--- src/rtl/arm_pipe_pkg.sv ---
// Shared constants for the ARM core pipeline bundles, plus the width helper
// used to size occupancy counters.
package arm_pipe_pkg;

    // Packed payload widths of the per-stage bundles handed to elastic_pipe
    localparam int IF_STAGE_W  = 64;
    localparam int ID_STAGE_W  = 112;
    localparam int EXE_STAGE_W = 144;
    localparam int MEM_STAGE_W = 104;

    // Ceiling log2 with a floor of 1 so a count of 0..value-1 always fits
    function automatic int clog2(input int value);
        int r;
        r = 0;
        while ((1 << r) < value) begin
            r = r + 1;
        end
        return (r < 1) ? 1 : r;
    endfunction

endpackage

--- src/rtl/skid_buffer.sv ---
// Two-entry output skid buffer: main register drives the consumer, spare catches
// the one item in flight when main stalls. Upstream ready is purely registered.
module skid_buffer #(
    parameter int DATA_W = 32
) (
    input  logic              clk,
    input  logic              rst,
    input  logic              flush,
    input  logic              valid_i,
    output logic              ready_o,
    input  logic [DATA_W-1:0] data_i,
    output logic              valid_o,
    input  logic              ready_i,
    output logic [DATA_W-1:0] data_o
);

    logic              main_v_q, main_v_d;
    logic [DATA_W-1:0] main_data_q, main_data_d;
    logic              spare_v_q, spare_v_d;
    logic [DATA_W-1:0] spare_data_q, spare_data_d;
    logic              in_fire;
    logic              out_fire;

    assign ready_o  = !spare_v_q;
    assign valid_o  = main_v_q;
    assign data_o   = main_data_q;
    assign in_fire  = valid_i && !spare_v_q;
    assign out_fire = main_v_q && ready_i;

    always_comb begin
        main_v_d     = main_v_q;
        main_data_d  = main_data_q;
        spare_v_d    = spare_v_q;
        spare_data_d = spare_data_q;
        if (flush) begin
            main_v_d  = 1'b0;
            spare_v_d = 1'b0;
        end else if (!main_v_q || out_fire) begin
            // Spare is always older than anything arriving, so it drains first
            if (spare_v_q) begin
                main_v_d    = 1'b1;
                main_data_d = spare_data_q;
                spare_v_d   = 1'b0;
            end else begin
                main_v_d = in_fire;
                if (in_fire) begin
                    main_data_d = data_i;
                end
            end
        end else if (in_fire) begin
            spare_v_d    = 1'b1;
            spare_data_d = data_i;
        end
    end

    always_ff @(posedge clk) begin
        if (rst) begin
            main_v_q    <= 1'b0;
            main_data_q <= '0;
            spare_v_q   <= 1'b0;
        end else begin
            main_v_q    <= main_v_d;
            main_data_q <= main_data_d;
            spare_v_q   <= spare_v_d;
        end
        spare_data_q <= spare_data_d;
    end

endmodule

--- src/rtl/elastic_pipe.sv ---
// Parametrised valid/ready register chain with bubble collapsing, flush,
// optional output skid buffer and an occupancy counter.
module elastic_pipe
    import arm_pipe_pkg::*;
#(
    parameter  int DATA_W = 32,
    parameter  int STAGES = 1,
    parameter  int SKID   = 0,
    localparam int OCC_W  = clog2(STAGES + 2 * SKID + 1)
) (
    input  logic              clk,
    input  logic              rst,
    input  logic              flush,
    input  logic              in_valid,
    output logic              in_ready,
    input  logic [DATA_W-1:0] in_data,
    output logic              out_valid,
    input  logic              out_ready,
    output logic [DATA_W-1:0] out_data,
    output logic [OCC_W-1:0]  occupancy
);

    logic [STAGES-1:0] stage_v;
    logic [DATA_W-1:0] stage_d [STAGES];
    logic [STAGES-1:0] adv;
    logic              ds_ready;
    logic              in_fire;
    logic              out_fire;
    logic [OCC_W-1:0]  occ_q, occ_d;

    // A stage advances if it is empty or its successor advances
    always_comb begin
        logic chain;
        chain = ds_ready;
        adv   = '0;
        for (int k = STAGES - 1; k >= 0; k--) begin
            chain  = !stage_v[k] || chain;
            adv[k] = chain;
        end
    end

    assign in_ready = adv[0] && !flush;
    assign in_fire  = in_valid && in_ready;
    assign out_fire = out_valid && out_ready;

    genvar gi;
    generate
        for (gi = 0; gi < STAGES; gi++) begin : g_stage
            logic              valid_q;
            logic [DATA_W-1:0] data_q;
            logic              src_v;
            logic [DATA_W-1:0] src_d;

            if (gi == 0) begin : g_src_in
                assign src_v = in_valid;
                assign src_d = in_data;
            end else begin : g_src_prev
                assign src_v = stage_v[gi-1];
                assign src_d = stage_d[gi-1];
            end

            always_ff @(posedge clk) begin
                if (rst || flush) begin
                    valid_q <= 1'b0;
                end else if (adv[gi]) begin
                    valid_q <= src_v;
                end
            end

            // Data only moves with a valid source, so no stale value reaches the output
            always_ff @(posedge clk) begin
                if (rst && (gi == STAGES - 1)) begin
                    data_q <= '0;
                end else if (adv[gi] && src_v) begin
                    data_q <= src_d;
                end
            end

            assign stage_v[gi] = valid_q;
            assign stage_d[gi] = data_q;
        end

        if (SKID != 0) begin : g_skid
            skid_buffer #(
                .DATA_W (DATA_W)
            ) u_skid (
                .clk     (clk),
                .rst     (rst),
                .flush   (flush),
                .valid_i (stage_v[STAGES-1]),
                .ready_o (ds_ready),
                .data_i  (stage_d[STAGES-1]),
                .valid_o (out_valid),
                .ready_i (out_ready),
                .data_o  (out_data)
            );
        end else begin : g_direct
            assign ds_ready  = out_ready;
            assign out_valid = stage_v[STAGES-1];
            assign out_data  = stage_d[STAGES-1];
        end
    endgenerate

    always_comb begin
        occ_d = occ_q;
        if (flush) begin
            occ_d = '0;
        end else if (in_fire && !out_fire) begin
            occ_d = occ_q + OCC_W'(1);
        end else if (!in_fire && out_fire) begin
            occ_d = occ_q - OCC_W'(1);
        end
    end

    always_ff @(posedge clk) begin
        if (rst) begin
            occ_q <= '0;
        end else begin
            occ_q <= occ_d;
        end
    end

    assign occupancy = occ_q;

endmodule

--- config.mk ---
export PLATFORM = sky130hd
export DESIGN_NAME = elastic_pipe
export DESIGN_NICKNAME = d
export VERILOG_FILES = /design/src/rtl/arm_pipe_pkg.sv /design/src/rtl/skid_buffer.sv /design/src/rtl/elastic_pipe.sv
export SDC_FILE = /design/constraint.sdc
export NUM_CORES = 1
export LEC_CHECK = 0
export ABC_AREA = 1
export CAP_MARGIN = 20
export CORE_MARGIN = 8
export CORE_UTILIZATION = 40
export CTS_BUF_LIST = sky130_fd_sc_hd__clkbuf_8
export DETAILED_ROUTE_END_ITERATION = 8
export PLACE_DENSITY = 0.81
export SKIP_CTS_REPAIR_TIMING = 1
export SLEW_MARGIN = 20
export SYNTH_ARGS = -nofsm -noshare
export SYNTH_HDL_FRONTEND = slang
export SYNTH_HIERARCHICAL = 1
export SYNTH_SLANG_ARGS = --single-unit
export TNS_END_PERCENT = 100
--- constraint.sdc ---
create_clock -name clk -period 1.5 [get_ports clk]
set_input_delay 0.225 -clock clk [delete_from_list [all_inputs] [get_ports clk]]
set_output_delay 0.225 -clock clk [all_outputs]
set_load 0.01 [all_outputs]
# After elaboration in Yosys (flattened, before gate mapping)

Index checks and enable logic that the tools add are counted.
Widths: inputs -> output; s select.

Flip-flop bits (word level): 34
Input bits: 37

Add/sub/neg operators: 2
Mux-type cells: 2
Reductions and logical operators: 14

Operators with widths:

| cell                | number |
|---|---|
| $logic_and 1x1->1   | 6 |
| $logic_not 1->1     | 4 |
| $logic_or 1x1->1    | 2 |
| $mux 1              | 2 |
| $reduce_bool 2->1   | 1 |
| $reduce_or 2->1     | 1 |
| $add 1x1->1 const B | 1 |
| $sub 1x1->1 const B | 1 |

# Longest topological paths before layout

Word-level depth: 8
Mapped depth: 7

# Worst setup path before layout

No wires, ideal clock.

Kind: reg-to-reg
From: register g_stage[0].valid_q (netlist: out_valid)
To: register g_stage[0].data_q[12] (netlist: out_data[12])
Setup time: 0.116 ns
Arrival time: 0.932 ns
Data required time: 1.384 ns
Setup slack: 0.452 ns
Cell stages (with the launch flop): 7
Buffers on the path: 1
Clock period less this slack: 1.048 ns
Path through: dfxtp_1 > nand2_2 > nand2_4 > inv_8 > buf_12 > nor2_2 > nor2_1

Longest elaborated chain between the ends: 3

RTL lines:

| item                   | line               | text |
|---|---|---|
| from (decl)            | elastic_pipe.sv:49 | `logic valid_q;` |
| from (signal assigned) | elastic_pipe.sv:66 | `valid_q <= src_v;` |
| $logic_not 1->1        | elastic_pipe.sv:37 | `chain = !stage_v[k] \|\| chain;` |
| $logic_or 1x1->1       | elastic_pipe.sv:37 |  |
| $logic_and 1x1->1      | elastic_pipe.sv:74 | `end else if (adv[gi] && src_v) begin` |
| to (signal assigned)   | elastic_pipe.sv:75 | `data_q <= src_d;` |
| to (decl)              | elastic_pipe.sv:50 | `logic [DATA_W-1:0] data_q;` |

Every way passes these cells.
A chain may end at the register's enable or synchronous reset.

# Worst setup path after layout

From: register g_stage[0].data_q[20] (netlist: out_data[20])
To: output out_data[20]

RTL lines:

| item      | line               | text |
|---|---|---|
| to (decl) | elastic_pipe.sv:19 | `output logic [DATA_W-1:0] out_data,` |

No word-level cell between the ends.

==> flow_summary_export.csv <==
group,metric,value,unit
run_status,status,"completed",
worst_setup_path,worstPathArrival,1190,ps
worst_setup_path,path_buf_inv,1,
floorplan,die_h,74.4,um
timing,timing.final.max_slew_violations,0,
global_routing,grt_max_degree,33,
worst_setup_path,required,1270,ps
placement,gp_congestion,0.693,
clock_tree,clock-sinks,34,
worst_setup_path,cp.depth,1,
clock_tree,cts_tree,"done",
yosys,synth_top_family_by_area,"simple AND/OR/NAND/NOR gates",
yosys,synthCells,159,
finish,utilization,0.663,
yosys,yosysWarnings,6,
detailed_routing,via_per_inst,4.39,
timing,rsz0062_at_grt,"false",
worst_setup_path,ff2ff_path_depth,5,
pwr,power_density,1020,mW/mm2
worst_setup_path,startpoint,"out_data[20]",
clock_tree,clk_pin_slew_worst_paths,70,ps
clock_tree,h-tree-depth,2,
yosys,yosys-mux-area-fraction,0,
worst_setup_path,slowest_stage,"clkdlybuf4s50_1",
worst_setup_path,r2r_end,"out_data[27]",
floorplan,rows,21,
clock_tree,root_buffer,"clkbuf_8",
floorplan,die_width,74.4,um
worst_setup_path,start_kind,"register",
finish,final_nets,271,
timing,hold_viol_final,0,
pwr,cellLeakagePower,0.892,nW
finish,layout-drive-gt1-share,0.196,
placement,portBuffers,71,
yosys,synth_adder_area_share,0,
floorplan,coreArea,0.00331,mm2
timing,fin_ws,86.0,ps
finish,area_growth,61.0,%
yosys,syn_nets,196,
pwr,vdd_drop_max,578,uV
floorplan,fp.dieArea,0.00553,mm2
yosys,synth_area,0.00136,mm2
hold_path,hold_path.class,"register to register",
worst_setup_path,crit_path_end,"out_data[20]",
flow_run,maxCapViolCount,0,
global_routing,grt_pass1_vias,1231,
global_routing,grt_overflow_total,0,
timing,setup_violations,0,
yosys,seq_area_frac_synth,0.500,
detailed_routing,post_drt_wl_per_cell,12.2,um
detailed_routing,drcViolationCount,0,
timing,min_period,1410,ps
finish,diodes,0,
timing,worst_pin_slew,273,ps
yosys,ys_ff_latch,34,
worst_setup_path,crit_chain,"clkdlybuf4s50_1",
global_routing,grt.total_usage,0.128,
placement,place_ws,-158,ps
global_routing,grt_pass1_wl,5400,um
detailed_routing,drt-initial-drc-count,47,
worst_setup_path,critical_path.max_stage_delay,550,ps
detailed_routing,drtAntennaViolNets,0,
yosys,synth_xor_area_frac,0,
placement,dpl.hpwl,2610,um
timing,timing.slew.headroom,0.818,
worst_setup_path,critPathKind,"register to primary output",
worst_setup_path,worstReg2RegStart,"out_valid",
finish,nFillCells,301,
floorplan,io_pins,72,
clock_tree,clockBufferDepth,2,
yosys,synth_simple_gate_area_frac,0.268,
global_routing,antenna_found_initial,0,
timing,fin_hold_ws,489,ps
worst_setup_path,critPathCaptureType,"primary output",
detailed_routing,wl,3440,um
pwr,finalPower,2.25,mW
yosys,synth_area_per_cell,8.57,um2
worst_setup_path,critical_path.top_delay_family,"buffers and inverters",
clock_tree,numCtsBuffers,5,
clock_tree,clk_latency,280,ps
detailed_routing,dr.pass1.iters,4,
floorplan,start_util,0.412,
yosys,synth_compound_area_frac,0.130,
yosys,synth_cell_types,16,
worst_setup_path,r2r_slack,450,ps
timing,clock.fmax,707,MHz
timing,fin_crit_sh,0.943,
detailed_routing,dr_total_vias,1233,
worst_setup_path,critPathMaxFanout,2,
timing,clock_skew,2.88,ps
-- through the flow --
stage                     cells  setup TNS [ps]  cell area [um2]
after floorplan             159               0             1360
after global placement      273            -704             2080
after detailed placement    273           -1850             2080
after CTS                   281            -166             2190
after global routing        281               0             2190
final                       281               0             2190
-- how the worst min path moves through the flow --
stage	start	endpoint	slack (ps)	cells past startpoint
2_1_floorplan	in_data[0]	out_data[0]	370	2
3_3_place_gp	out_data[11]	out_data[11]	470	2
3_5_place_dp	out_data[1]	out_data[1]	480	2
4_1_cts	out_data[31]	out_data[31]	490	2
5_1_grt	out_data[31]	out_data[31]	510	2
6_report	out_data[31]	out_data[31]	490	2
-- cell usage after synthesis --
master	instances	area share
inv_1	6	0.017
buf_6	3	0.025
a21oi_1	2	0.0073
a21boi_0	1	0.0055
o21ai_0	27	0.099
dfxtp_1	34	0.50
nor2_2	30	0.14
nand2_2	1	0.0046
nand2_1	4	0.011
nand2_4	1	0.0083
buf_12	3	0.044
inv_8	1	0.0083
nand3_1	2	0.0073
clkbuf_1	3	0.0083
o21ai_1	5	0.018
nor2_1	36	0.099
-- power breakdown --
group          switching, mW  internal, mW
Combinational          0.179         0.264
Sequential            0.0431         0.971
Clock                  0.308         0.483
-- final cells by class --
class | instances | area [um2] | area share
clock inverter | 3 | 37.5 | 0.0171
multi-input combinational | 109 | 543 | 0.248
inverter | 7 | 33.8 | 0.0154
clock buffer | 5 | 68.8 | 0.0314
tap | 46 | 57.6 | 0.0262
sequential | 34 | 682 | 0.311
timing repair buffer | 77 | 771 | 0.351
-- per-layer routing --
metal  wire length [um]  GRT usage  share of wire  up-vias
met5                  0          0              0        -
met4                 43     0.0457          0.013        0
met3                385     0.0714           0.11        5
met2               1630      0.217           0.47       45
met1               1380      0.129           0.40      533
li1                   -          -              -      650
-- registers in the layout (all words and copies together), names as in the netlist --
| register | flops |
|---|---|
| occupancy | 1 |
| out_data | 32 |
| out_valid | 1 |
-- cell families after synthesis --
| kind of cell | after synthesis |
|---|---|
| compound gates | 35 |
| simple gates | 74 |
| buf+inv | 16 |
| flops | 34 |
-- cells in the final DEF (no fill, tap or decap), drive strengths merged --
| cell | synthesis | layout |
|---|---|---|
| clkbuf | 3 | 5 |
| a21boi | 1 | 1 |
| nand2 | 6 | 6 |
| buf | 6 | 6 |
| nand3 | 2 | 2 |
| clkdlybuf4s50 | 0 | 70 |
| dlymetal6s2s | 0 | 1 |
| dfxtp | 34 | 34 |
| nor2 | 66 | 66 |
| inv | 7 | 9 |
| o21ai | 32 | 32 |
| a21oi | 2 | 2 |
| bufinv | 0 | 1 |
Note: power is estimated with default switching activity, not from simulation.
